$ cat src/rtl/cla_pkg.sv
// cla_pkg
//   Shared definitions for the pipelined carry-lookahead adder.
//   - cla_ngrp():  number of lookahead groups (= pipeline stages = latency)
//   - cla_legal(): WIDTH/GROUP legality test, used for an elaboration error
//   - stage_ctrl_t: per-stage control record (valid, subtract flag, carry)
package cla_pkg;

   localparam int CLA_DEF_WIDTH = 16;
   localparam int CLA_DEF_GROUP = 4;

   // Number of stages; guarded so an illegal GROUP=0 does not divide by zero
   // before the legality check gets to report it.
   function automatic int cla_ngrp(input int width, input int group);
      return (group > 0) ? (width / group) : 1;
   endfunction

   function automatic bit cla_legal(input int width, input int group);
      return (group > 0) && (width >= group) && ((width % group) == 0);
   endfunction

   // Control part of a stage record; the data part (partial sum and the
   // remaining operand bits) depends on WIDTH and is completed in the top.
   typedef struct packed {
      logic vld;    // beat valid
      logic sub;    // beat is a subtraction
      logic carry;  // carry into the next group
   } stage_ctrl_t;

endpackage : cla_pkg

$ cat src/rtl/cla_pipe_adder_if.sv
// cla_pipe_adder_if
//   Valid/ready stream bundle for cla_pipe_adder.
//   Input side : in_valid, in_ready, a, b, cin, sub
//   Output side: out_valid, out_ready, sum, cout, ovf
//   master = producer/consumer around the adder, slave = the adder itself.
interface cla_pipe_adder_if #(
   parameter int WIDTH = 16
) ();
   logic             in_valid;
   logic             in_ready;
   logic [WIDTH-1:0] a;
   logic [WIDTH-1:0] b;
   logic             cin;
   logic             sub;
   logic             out_valid;
   logic             out_ready;
   logic [WIDTH-1:0] sum;
   logic             cout;
   logic             ovf;

   modport master (
      output in_valid, a, b, cin, sub, out_ready,
      input  in_ready, out_valid, sum, cout, ovf
   );

   modport slave (
      input  in_valid, a, b, cin, sub, out_ready,
      output in_ready, out_valid, sum, cout, ovf
   );
endinterface : cla_pipe_adder_if

$ cat src/rtl/cla_group.sv
// cla_group
//   Combinational GROUP-bit carry-lookahead cell.
//   Ports: p, g     propagate / generate per bit
//          cin      carry into bit 0
//          s        sum bits
//          cout     carry out of the top bit
//          c_msb_in carry into the top bit (for signed overflow)
//   Every carry is a flattened sum of products of p, g and cin; there is
//   no ripple chain from one bit's carry to the next.
module cla_group #(
   parameter int GROUP = 4
) (
   input  logic [GROUP-1:0] p,
   input  logic [GROUP-1:0] g,
   input  logic             cin,
   output logic [GROUP-1:0] s,
   output logic             cout,
   output logic             c_msb_in
);

   logic [GROUP:0] c;

   // c[i+1] = g[i] | p[i]g[i-1] | ... | p[i]..p[0]cin, built from the
   // primary inputs only.
   function automatic logic cla_carry(input logic [GROUP-1:0] pp,
                                      input logic [GROUP-1:0] gg,
                                      input logic             ci,
                                      input int               i);
      logic carry;
      logic term;
      carry = ci;
      for (int m = 0; m <= i; m++) carry &= pp[m];
      for (int j = 0; j <= i; j++) begin
         term = gg[j];
         for (int m = j + 1; m <= i; m++) term &= pp[m];
         carry |= term;
      end
      return carry;
   endfunction

   assign c[0] = cin;

   for (genvar i = 0; i < GROUP; i++) begin : g_carry
      assign c[i+1] = cla_carry(p, g, cin, i);
   end

   assign s        = p ^ c[GROUP-1:0];
   assign cout     = c[GROUP];
   assign c_msb_in = c[GROUP-1];

endmodule : cla_group

$ cat src/rtl/cla_pipe_adder.sv
// cla_pipe_adder
//   Pipelined carry-lookahead adder/subtractor, one GROUP-bit group per
//   stage, latency NGRP = WIDTH/GROUP cycles, throughput one beat/cycle.
//   Ports: clk  rising-edge clock
//          rst  synchronous active-high reset (flushes all beats)
//          bus  cla_pipe_adder_if.slave stream bundle
//   Build option: define CLA_PIPE_SAT_EN to clamp the sum to the signed
//   limit on overflow; otherwise the sum wraps modulo 2^WIDTH.
module cla_pipe_adder
   import cla_pkg::*;
#(
   parameter int WIDTH = CLA_DEF_WIDTH,
   parameter int GROUP = CLA_DEF_GROUP
) (
   input  logic             clk,
   input  logic             rst,
   cla_pipe_adder_if.slave  bus
);

   localparam int NGRP = cla_ngrp(WIDTH, GROUP);

   if (!cla_legal(WIDTH, GROUP)) begin : g_bad_cfg
      $error("cla_pipe_adder: WIDTH must be a multiple of GROUP and >= GROUP");
   end

   // Stage record. a_rem/b_rem hold the operands shifted so the group
   // handled by the receiving stage sits in the low GROUP bits; b_rem is
   // already inverted for subtraction.
   typedef struct packed {
      stage_ctrl_t      ctrl;
      logic [WIDTH-1:0] psum;
      logic [WIDTH-1:0] a_rem;
      logic [WIDTH-1:0] b_rem;
   } stage_t;

   stage_t stg_q  [NGRP];
   stage_t stg_d  [NGRP];
   stage_t stg_in [NGRP];

   logic [NGRP-1:0][GROUP-1:0] grp_p;
   logic [NGRP-1:0][GROUP-1:0] grp_g;
   logic [NGRP-1:0][GROUP-1:0] grp_s;
   logic [NGRP-1:0]            grp_cin;
   logic [NGRP-1:0]            grp_cout;
   logic [NGRP-1:0]            grp_cmsb;

   logic cout_q, cout_d;
   logic ovf_q,  ovf_d;
   logic adv;

   // The whole pipeline moves together; an empty or draining output slot
   // lets every stage advance.
   assign adv          = !stg_q[NGRP-1].ctrl.vld || bus.out_ready;
   assign bus.in_ready = adv;

   // Stage inputs and per-group propagate/generate.
   always_comb begin
      // NOTE: every variable gets a full default at the top of a
      // combinational block so no path can leave it unassigned (no latch).
      stg_in[0]            = '0;
      stg_in[0].ctrl.vld   = bus.in_valid;
      stg_in[0].ctrl.sub   = bus.sub;
      stg_in[0].ctrl.carry = bus.sub ? 1'b1 : bus.cin;
      stg_in[0].a_rem      = bus.a;
      stg_in[0].b_rem      = bus.sub ? ~bus.b : bus.b;
      for (int k = 1; k < NGRP; k++) stg_in[k] = stg_q[k-1];
      for (int k = 0; k < NGRP; k++) begin
         grp_p[k]   = stg_in[k].a_rem[GROUP-1:0] ^ stg_in[k].b_rem[GROUP-1:0];
         grp_g[k]   = stg_in[k].a_rem[GROUP-1:0] & stg_in[k].b_rem[GROUP-1:0];
         grp_cin[k] = stg_in[k].ctrl.carry;
      end
   end

   for (genvar k = 0; k < NGRP; k++) begin : g_grp
      cla_group #(.GROUP(GROUP)) u_grp (
         .p        (grp_p[k]),
         .g        (grp_g[k]),
         .cin      (grp_cin[k]),
         .s        (grp_s[k]),
         .cout     (grp_cout[k]),
         .c_msb_in (grp_cmsb[k])
      );
   end

   // Final-stage flags: the last group owns the MSB.
   assign cout_d = grp_cout[NGRP-1];
   assign ovf_d  = grp_cmsb[NGRP-1] ^ grp_cout[NGRP-1];

   // Next stage records.
   always_comb begin
      for (int k = 0; k < NGRP; k++) begin
         stg_d[k]                         = stg_in[k];
         stg_d[k].ctrl.carry              = grp_cout[k];
         stg_d[k].psum[k*GROUP +: GROUP]  = grp_s[k];
         stg_d[k].a_rem                   = stg_in[k].a_rem >> GROUP;
         stg_d[k].b_rem                   = stg_in[k].b_rem >> GROUP;
      end
`ifdef CLA_PIPE_SAT_EN
      // Overflow means both operands (after b inversion) share a sign, so
      // a's sign picks the limit.
      if (ovf_d) begin
         stg_d[NGRP-1].psum = stg_in[NGRP-1].a_rem[GROUP-1]
                              ? {1'b1, {(WIDTH-1){1'b0}}}
                              : {1'b0, {(WIDTH-1){1'b1}}};
      end
`endif
   end

   always_ff @(posedge clk) begin
      if (rst) begin
         // NOTE: the stage data is reset as well as the valid bits because
         // the last stage drives sum, which must read 0 out of reset.
         for (int k = 0; k < NGRP; k++) stg_q[k] <= '0;
         cout_q <= 1'b0;
         ovf_q  <= 1'b0;
      end else if (adv) begin
         // NOTE: non-blocking assignments so every stage samples the value
         // its neighbour held before this edge.
         for (int k = 0; k < NGRP; k++) stg_q[k] <= stg_d[k];
         cout_q <= cout_d;
         ovf_q  <= ovf_d;
      end
   end

   assign bus.out_valid = stg_q[NGRP-1].ctrl.vld;
   assign bus.sum       = stg_q[NGRP-1].psum;
   assign bus.cout      = cout_q;
   assign bus.ovf       = ovf_q;

endmodule : cla_pipe_adder

$ cat src/flat_wrapper.sv
// flat-port wrapper written by rule: the top's interface ports become plain ports
module cla_pipe_adder_flat import cla_pkg::*;
#(
   parameter int WIDTH = CLA_DEF_WIDTH,
   parameter int GROUP = CLA_DEF_GROUP
)
  (clk, rst, bus_in_valid, bus_a, bus_b, bus_cin, bus_sub, bus_out_ready, bus_in_ready, bus_out_valid, bus_sum, bus_cout, bus_ovf);
  cla_pipe_adder_if #(.WIDTH(WIDTH)) bus_i ();
  input  logic clk;
  input  logic rst;
  input wire logic [$bits(bus_i.in_valid)-1:0] bus_in_valid;
  input wire logic [$bits(bus_i.a)-1:0] bus_a;
  input wire logic [$bits(bus_i.b)-1:0] bus_b;
  input wire logic [$bits(bus_i.cin)-1:0] bus_cin;
  input wire logic [$bits(bus_i.sub)-1:0] bus_sub;
  input wire logic [$bits(bus_i.out_ready)-1:0] bus_out_ready;
  output wire logic [$bits(bus_i.in_ready)-1:0] bus_in_ready;
  output wire logic [$bits(bus_i.out_valid)-1:0] bus_out_valid;
  output wire logic [$bits(bus_i.sum)-1:0] bus_sum;
  output wire logic [$bits(bus_i.cout)-1:0] bus_cout;
  output wire logic [$bits(bus_i.ovf)-1:0] bus_ovf;
  assign bus_i.in_valid = bus_in_valid;
  assign bus_i.a = bus_a;
  assign bus_i.b = bus_b;
  assign bus_i.cin = bus_cin;
  assign bus_i.sub = bus_sub;
  assign bus_i.out_ready = bus_out_ready;
  assign bus_in_ready = bus_i.in_ready;
  assign bus_out_valid = bus_i.out_valid;
  assign bus_sum = bus_i.sum;
  assign bus_cout = bus_i.cout;
  assign bus_ovf = bus_i.ovf;
  cla_pipe_adder #(.WIDTH(WIDTH), .GROUP(GROUP)) u_core (.clk(clk), .rst(rst), .bus(bus_i));
endmodule
$ cat config.mk
export PLATFORM = sky130hd
export DESIGN_NAME = cla_pipe_adder_flat
export DESIGN_NICKNAME = d
export VERILOG_FILES = /design/src/rtl/cla_pkg.sv /design/src/rtl/cla_pipe_adder_if.sv /design/src/rtl/cla_group.sv /design/src/rtl/cla_pipe_adder.sv /design/src/flat_wrapper.sv
export SDC_FILE = /design/constraint.sdc
export NUM_CORES = 1
export LEC_CHECK = 0
export ABC_AREA = 1
export CORE_MARGIN = 1
export CORE_UTILIZATION = 60
export CTS_BUF_LIST = sky130_fd_sc_hd__clkbuf_4 sky130_fd_sc_hd__clkbuf_8 sky130_fd_sc_hd__clkbuf_16
export CTS_CLUSTER_DIAMETER = 50
export CTS_CLUSTER_SIZE = 24
export DETAILED_ROUTE_END_ITERATION = 8
export DONT_BUFFER_PORTS = 1
export GPL_TIMING_DRIVEN = 0
export PLACE_DENSITY = 0.76
export SETUP_SLACK_MARGIN = 0.4
export SLEW_MARGIN = 25
export SYNTH_ARGS = -nofsm -noshare
export SYNTH_HDL_FRONTEND = slang
export SYNTH_SLANG_ARGS = --single-unit
$ cat constraint.sdc
create_clock -name clk -period 6.95 [get_ports clk]
set_input_delay 0.695 -clock clk [delete_from_list [all_inputs] [get_ports clk]]
set_output_delay 0.695 -clock clk [all_outputs]
set_load 0.01 [all_outputs]
==> metrics.txt, run 1 <==
clk buf depth=2; core footprint=roughly 7000 µm²; Initial Utilization=around 64%; Netlist cell types=22; die area=around 7700 µm²; # resized after CTS=0; fill cell count=between 400 and 500; largest net degree at the start of global routing=52; Num CTS Buffers=9; first-pass GRT wire length=just over 10000 µm; Worst Setup Start Kind=input pin; Final Cycle Share=between 20% and 30%; post-route cell area=around 4800 µm²; Area contributors post-synth=edfxtp_1, nor2_1, inv_1; Post-Syn Area per Cell=roughly 12 µm²; worst skew pair latency=0.35 ns; commonest non-fill, non-tap cells in the layout=nor2_1, edfxtp_1, inv_1; crit path max-delay cell type=ha_1; peak supply drop=between 0.1 and 0.15 mV; Vias/cell=between 4 and 5; worst hold slack=between 0.5 and 0.6 ns; CTS root buffer=clkbuf_8; final RePlAce weighted congestion=between 0.7 and 0.8; antenna diode count=0; flop and latch count out of synthesis=between 90 and 100; Setup violations, final=0; Max stage delay on crit path=between 0.2 and 0.3 ns; Hold Fails Final Rpt=0; Detailed Routing Iterations Pass 1=4; vias in the first global route=about 2300; Residual DRC=0; Comb pwr share=8.3%; Sink Count=97; share of cells above drive strength 1=between 7 and 8%; pwr dens=around 260 nW/µm²; Layout Nets=455; LEAKAGE=approximately 2.1 nW; Post-Syn Area=roughly 4400 µm²; total track usage=approximately 18%; Seq/Total Area, Yosys=65.6%; Sw Pwr=~0.26 mW; number of H-tree levels=3; Sw Share=roughly a fifth; hpwl dp=approximately 4100 µm; Post-CTS Setup Inserts=0; post-DR wirelength/cell=between 10 and 15 µm; Reg power frac=just under 60%; worst-margin pin slew=between 0.6 and 0.7 ns; Max-Cap Viols=0; status=completed; Final Routed Wirelength=6050 µm; Inst Count DP=approximately 480; grt total ovfl=0; Die Y=87.7 µm; Final Max Slew Viols=0; Hold Buf Count CTS=0; Clock Skews=slightly below 0.009 ns; RSZ-0062 raised after global routing=false; TritonCTS clock tree=yes; I/O pin cnt=58; non-filler cells, final=roughly 500; Yosys top cell area share=between 60 and 70%; Port Buffers=0; most common cell after layout, fill and taps aside=nor2_1; Mapped Nets=443; Area growth syn-to-layout=8.77%; area of placed instances=between 4000 and 5000 µm²; Clk pin slew, worst setup/hold paths=roughly 0.080 ns; Cells after Synth=approximately 380; post-layout min period=approximately 2 ns; Initial DRC Count=between 150 and 200; Max Clock Freq=just under 0.5 GHz; YS warnings=0; Die W=slightly below 90 µm; kind of critical path=in -> reg; worst-path maximum fanout=8; Yosys top cell by area=edfxtp_1; # rows=30; Max transition margin=a little under 60%; Clock Power Share=between 30 and 40%; routed via count=2350; crit end category=register; Critical Path RT=approximately 7.1 ns; initial antenna violation count=0; final setup TNS=0 ns; CP Data Arrival Time=between 2 and 2.5 ns; crit-path cells=buf_4, xnor2_1, inv_1, ha_1, ha_1, nand2_1, nand3b_1, nand2_1, a21boi_0, nor2_1; ANT nets after route=0; hold crit path type=reg -> reg; Cell Int Power=slightly below 1 mW
==> path summary, 6_finish.rpt <==
| check | start | end | slack [ns] | cells after the start |
|---|---|---|---|---|
| min | u_core.bus.ovf | u_core.bus.ovf | 0.52 | 2 |
| max reg2reg | u_core.stg_q[0][0] | u_core.stg_q[1][31] | 5.19 | 7 |
| min reg2reg | u_core.bus.ovf | u_core.bus.ovf | 0.52 | 2 |
| max | bus_sub | u_core.stg_q[0][27] | 4.89 | 10 |
==> cells in the mapped netlist <==
library cell and count:
nor2_1 96, edfxtp_1 95, inv_1 78, nand2_1 26, ha_1 20, xnor2_1 16, buf_2 7, o21ai_0 7
a21oi_1 4, fa_1 4, nand3_1 4, nand3b_1 4, xor2_1 4, a21boi_0 3, nand4_1 3, buf_4 2
buf_6 2, dfxtp_1 2, inv_4 1, nor2_4 1, nor2_8 1, nor3_1 1
==> layout make-up <==
cell class / instances / area, µm² / area share [%]
Buffer: 11 / 72.6 / 1.51
Clock buffer: 9 / 124 / 2.58
Clock inverter: 6 / 108 / 2.24
Inverter: 79 / 299 / 6.23
Multi-Input combinational cell: 194 / 1150 / 24.0
Sequential cell: 97 / 2890 / 60.3
Tap cell: 96 / 120 / 2.50
Timing Repair Buffer: 1 / 27.5 / 0.574
==> worst max-delay path: cells and delay by family <==
kind | cells | cell delay (ns)
buf+inv | 2 | 0.24
xor+xnor | 1 | 0.26
fa+ha+maj | 2 | 0.41
compound gates | 1 | 0.23
simple gates | 4 | 0.32
==> state kept, by name (all words and copies together) (netlist names) <==
name / flops
u_core.bus.cout: 1
u_core.bus.ovf: 1
u_core.stg_q: 95
==> power groups by stage <==
| stage | logic (mW) | clock network, mW | registers, mW |
|---|---|---|---|
| after CTS | 0.102 | 0.419 | 0.711 |
| after global placement | 0.0954 | 0 | 0.723 |
| after floorplan | 0.0808 | 0 | 0.720 |
| after detailed placement | 0.100 | 0 | 0.724 |
| final | 0.101 | 0.413 | 0.710 |
| after global routing | 0.118 | 0.442 | 0.716 |
==> layer usage <==
layer / global-route usage [%] / share of wire (%) / up-vias / routed length (µm)
met1: 22.1 / 44 / 1041 / 2690
met3: 5.56 / 4.8 / 13 / 293
li1: - / - / 1221 / -
met5: 0 / 0 / - / 0
met4: 8.05 / 1.8 / 0 / 108
met2: 29.5 / 49 / 75 / 2960
==> logic make-up after synthesis <==
| kind of cell | share of synthesized area, % |
|---|---|
| flip-flops | 65.6 |
| AO/OA/AOI/OAI | 1.76 |
| XOR/XNOR | 3.97 |
| AND/OR/NAND/NOR | 12.8 |
| adder cells (fa/ha/maj) | 7.49 |
| buffers and inverters | 8.43 |
==> through the flow <==
| step | power, mW | setup WS (ns) | utilization [%] |
|---|---|---|---|
| 2_1_floorplan | 0.801 | 3.58 | - |
| 3_3_place_gp | 0.818 | 2.87 | 65.2 |
| 3_5_place_dp | 0.824 | 4.52 | 65.7 |
| 4_1_cts | 1.23 | 4.88 | 69.1 |
| 5_1_grt | 1.28 | 4.74 | 69.1 |
| 6_report | 1.22 | 4.89 | 69.1 |
No activity file was read; power rests on OpenSTA's default activity.
==> run 2: changes to the inputs <==
Clock period 6.95 ns to 1.91 ns, I/O delays scaled along.
==> run 2 against run 1 <==
Effect of this change: via count shrank 0.26%; critical path depth shrank 2; register-to-register slack lost 5.0 ns; global-route usage shrank 0.14 points; combinational power grew to 4.1 times the previous value; core utilization grew 2.2 points; sequential power grew to 3.6 times the previous value.
==> metrics.txt, run 2 (synthesis gave the netlist of run 1 again) <==
Comb pwr share=9.5% (was 8.3%); worst hold slack=0.0509 ns (was 0.519 ns); clk buf depth=2 (unchanged); vias in the first global route=2244 (was 2316); first-pass GRT wire length=9950 µm (was 10100 µm); LEAKAGE=2.17 nW (was 2.12 nW); largest net degree at the start of global routing=49 (was 52); Initial DRC Count=119 (was 168); CP Data Arrival Time=1.78 ns (was 2.15 ns); Final Cycle Share=~88%; worst reg-to-reg path cell count=8 (was 7); share of cells above drive strength 1=13.4% (was 7.56%); hold crit path type=in -> reg (was reg -> reg); CTS root buffer=clkbuf_8 (unchanged); Hold Fails Final Rpt=0 (unchanged); Critical Path RT=2.01 ns (was 7.05 ns); Clock Skews=0.00759 ns (was 0.00874 ns); Worst Setup Start Kind=register (was input pin); number of H-tree levels=3 (unchanged); hold_sp=bus_a[5] (was u_core.bus.ovf); status=completed (unchanged); Layout Nets=467 (was 455); Die Y=87.7 µm (unchanged); Max Clock Freq=around 0.6 GHz; Vias/cell=4.63 (was 4.77); RSZ-0062 raised after global routing=true (was false); post-layout min period=between 1.5 and 2 ns; Sink Count=97 (unchanged); pwr dens=888 nW/µm² (was 255 nW/µm²); TritonCTS clock tree=yes (unchanged); total power draw=4.40 mW (was 1.22 mW); routed via count=2344 (was 2350); most common cell after layout, fill and taps aside=nor2_1 (unchanged); non-filler cells, final=506 (was 493); core footprint=6940 µm² (unchanged); final RePlAce weighted congestion=0.715 (was 0.716); worst-margin pin slew=0.394 ns (was 0.608 ns); Residual DRC=0 (unchanged); worst-path maximum fanout=2 (was 8); crit path from=u_core.stg_q[0][12] (was bus_sub); Detailed Routing Iterations Pass 1=4 (unchanged); kind of critical path=reg -> reg (was in -> reg); Worst R2R Start=u_core.stg_q[0][12] (was u_core.stg_q[0][0]); Clock Power Share=31.9% (was 33.8%); commonest non-fill, non-tap cells in the layout=nor2_1, edfxtp_1, inv_1 (unchanged); Final Routed Wirelength=6080 µm (was 6050 µm); antenna diode count=0 (unchanged); Area growth syn-to-layout=12.3% (was 8.77%); grt total ovfl=0 (unchanged); crit end category=register (unchanged); Inst Count DP=477 (was 478); Clk pin slew, worst setup/hold paths=0.09 ns (was 0.08 ns); Largest register FFs=95 (unchanged); peak supply drop=0.543 mV (was 0.145 mV); Cell Int Power=3.45 mW (was 0.969 mW); Setup violations, final=0 (unchanged); Initial Utilization=63.5% (unchanged); Max transition margin=73.7% (was 59.5%); Reg power frac=58.7% (was 58.0%); # rows=30 (unchanged); Num CTS Buffers=9 (unchanged); Sw Pwr=0.951 mW (was 0.256 mW); final setup TNS=0 ns (unchanged); I/O pin cnt=58 (unchanged); Biggest register=u_core.stg_q (unchanged); worst skew pair latency=0.35 ns (about the same); post-DR wirelength/cell=12.0 µm (was 12.3 µm); Die W=87.7 µm (unchanged); initial antenna violation count=0 (unchanged); Final Max Slew Viols=0 (unchanged); Max-Cap Viols=0 (unchanged); ANT nets after route=0 (unchanged); Port Buffers=0 (unchanged); hold path depth=2 (unchanged); total track usage=17.9% (was 18.0%); die area=7700 µm² (unchanged); Sw Share=21.6% (was 20.9%); hpwl dp=3990 µm (was 4060 µm)
[run 2: path summary, 6_finish.rpt]
kind                                             to  slack, ns
worst max-delay path            u_core.stg_q[1][31]       0.24
worst min-delay path            u_core.stg_q[0][13]       0.05
worst max register to register  u_core.stg_q[1][31]       0.24
worst min register to register       u_core.bus.ovf       0.52
[run 2: layer usage]
| metal | vias to the layer above | GRT usage (%) | share of wire (%) |
|---|---|---|---|
| li1 | 1255 | - | - |
| met1 | 1009 | 21.7 | 44 |
| met2 | 70 | 29.2 | 49 |
| met3 | 10 | 5.18 | 4.6 |
| met4 | 0 | 8.94 | 2.3 |
| met5 | - | 0 | 0 |
[run 2: cell type report]
type	instances	area [µm²]
multi-input cells	195	1230
clock buffers	10	131
clock inverters	6	82.6
repair buffers	12	93.8
fillers	489	1990
well taps	96	120
flip-flops and latches	97	2890
plain buffers	11	100
inverters	79	299
[run 2: timing repair]
item,in CTS,in global routing
buffers inserted,11,1
endpoints found under the hold margin,0,0
hold buffers,0,0
gates resized for setup,5,7
pin swaps,12,2
gates cloned,1,0
setup endpoints to repair,157,64
[run 2: metrics by stage]
step	worst slack, ns	util (%)	area [µm²]
2_1_floorplan	0.289	-	4480
6_report	0.236	71.3	4950
3_5_place_dp	0.168	66.2	4600
5_1_grt	0.196	71.3	4950
3_3_place_gp	0.209	66.2	4600
4_1_cts	0.246	70.9	4920
[run 2: power by group through the flow]
stage	Combinational (mW)	Clock (mW)	Sequential (mW)
floorplan	0.311	0	2.62
global placement	0.363	0	2.63
detailed placement	0.381	0	2.63
CTS	0.413	1.42	2.58
global route	0.475	1.52	2.60
finish	0.416	1.40	2.58
[run 2: critical path, stage by stage (launching register included)]
cell	delay, ns
edfxtp_1	0.41
ha_1	0.32
ha_2	0.17
nand2_1	0.05
nand3b_1	0.10
nand2_1	0.10
nand2_1	0.08
o21ai_2	0.14
nor2_1	0.06
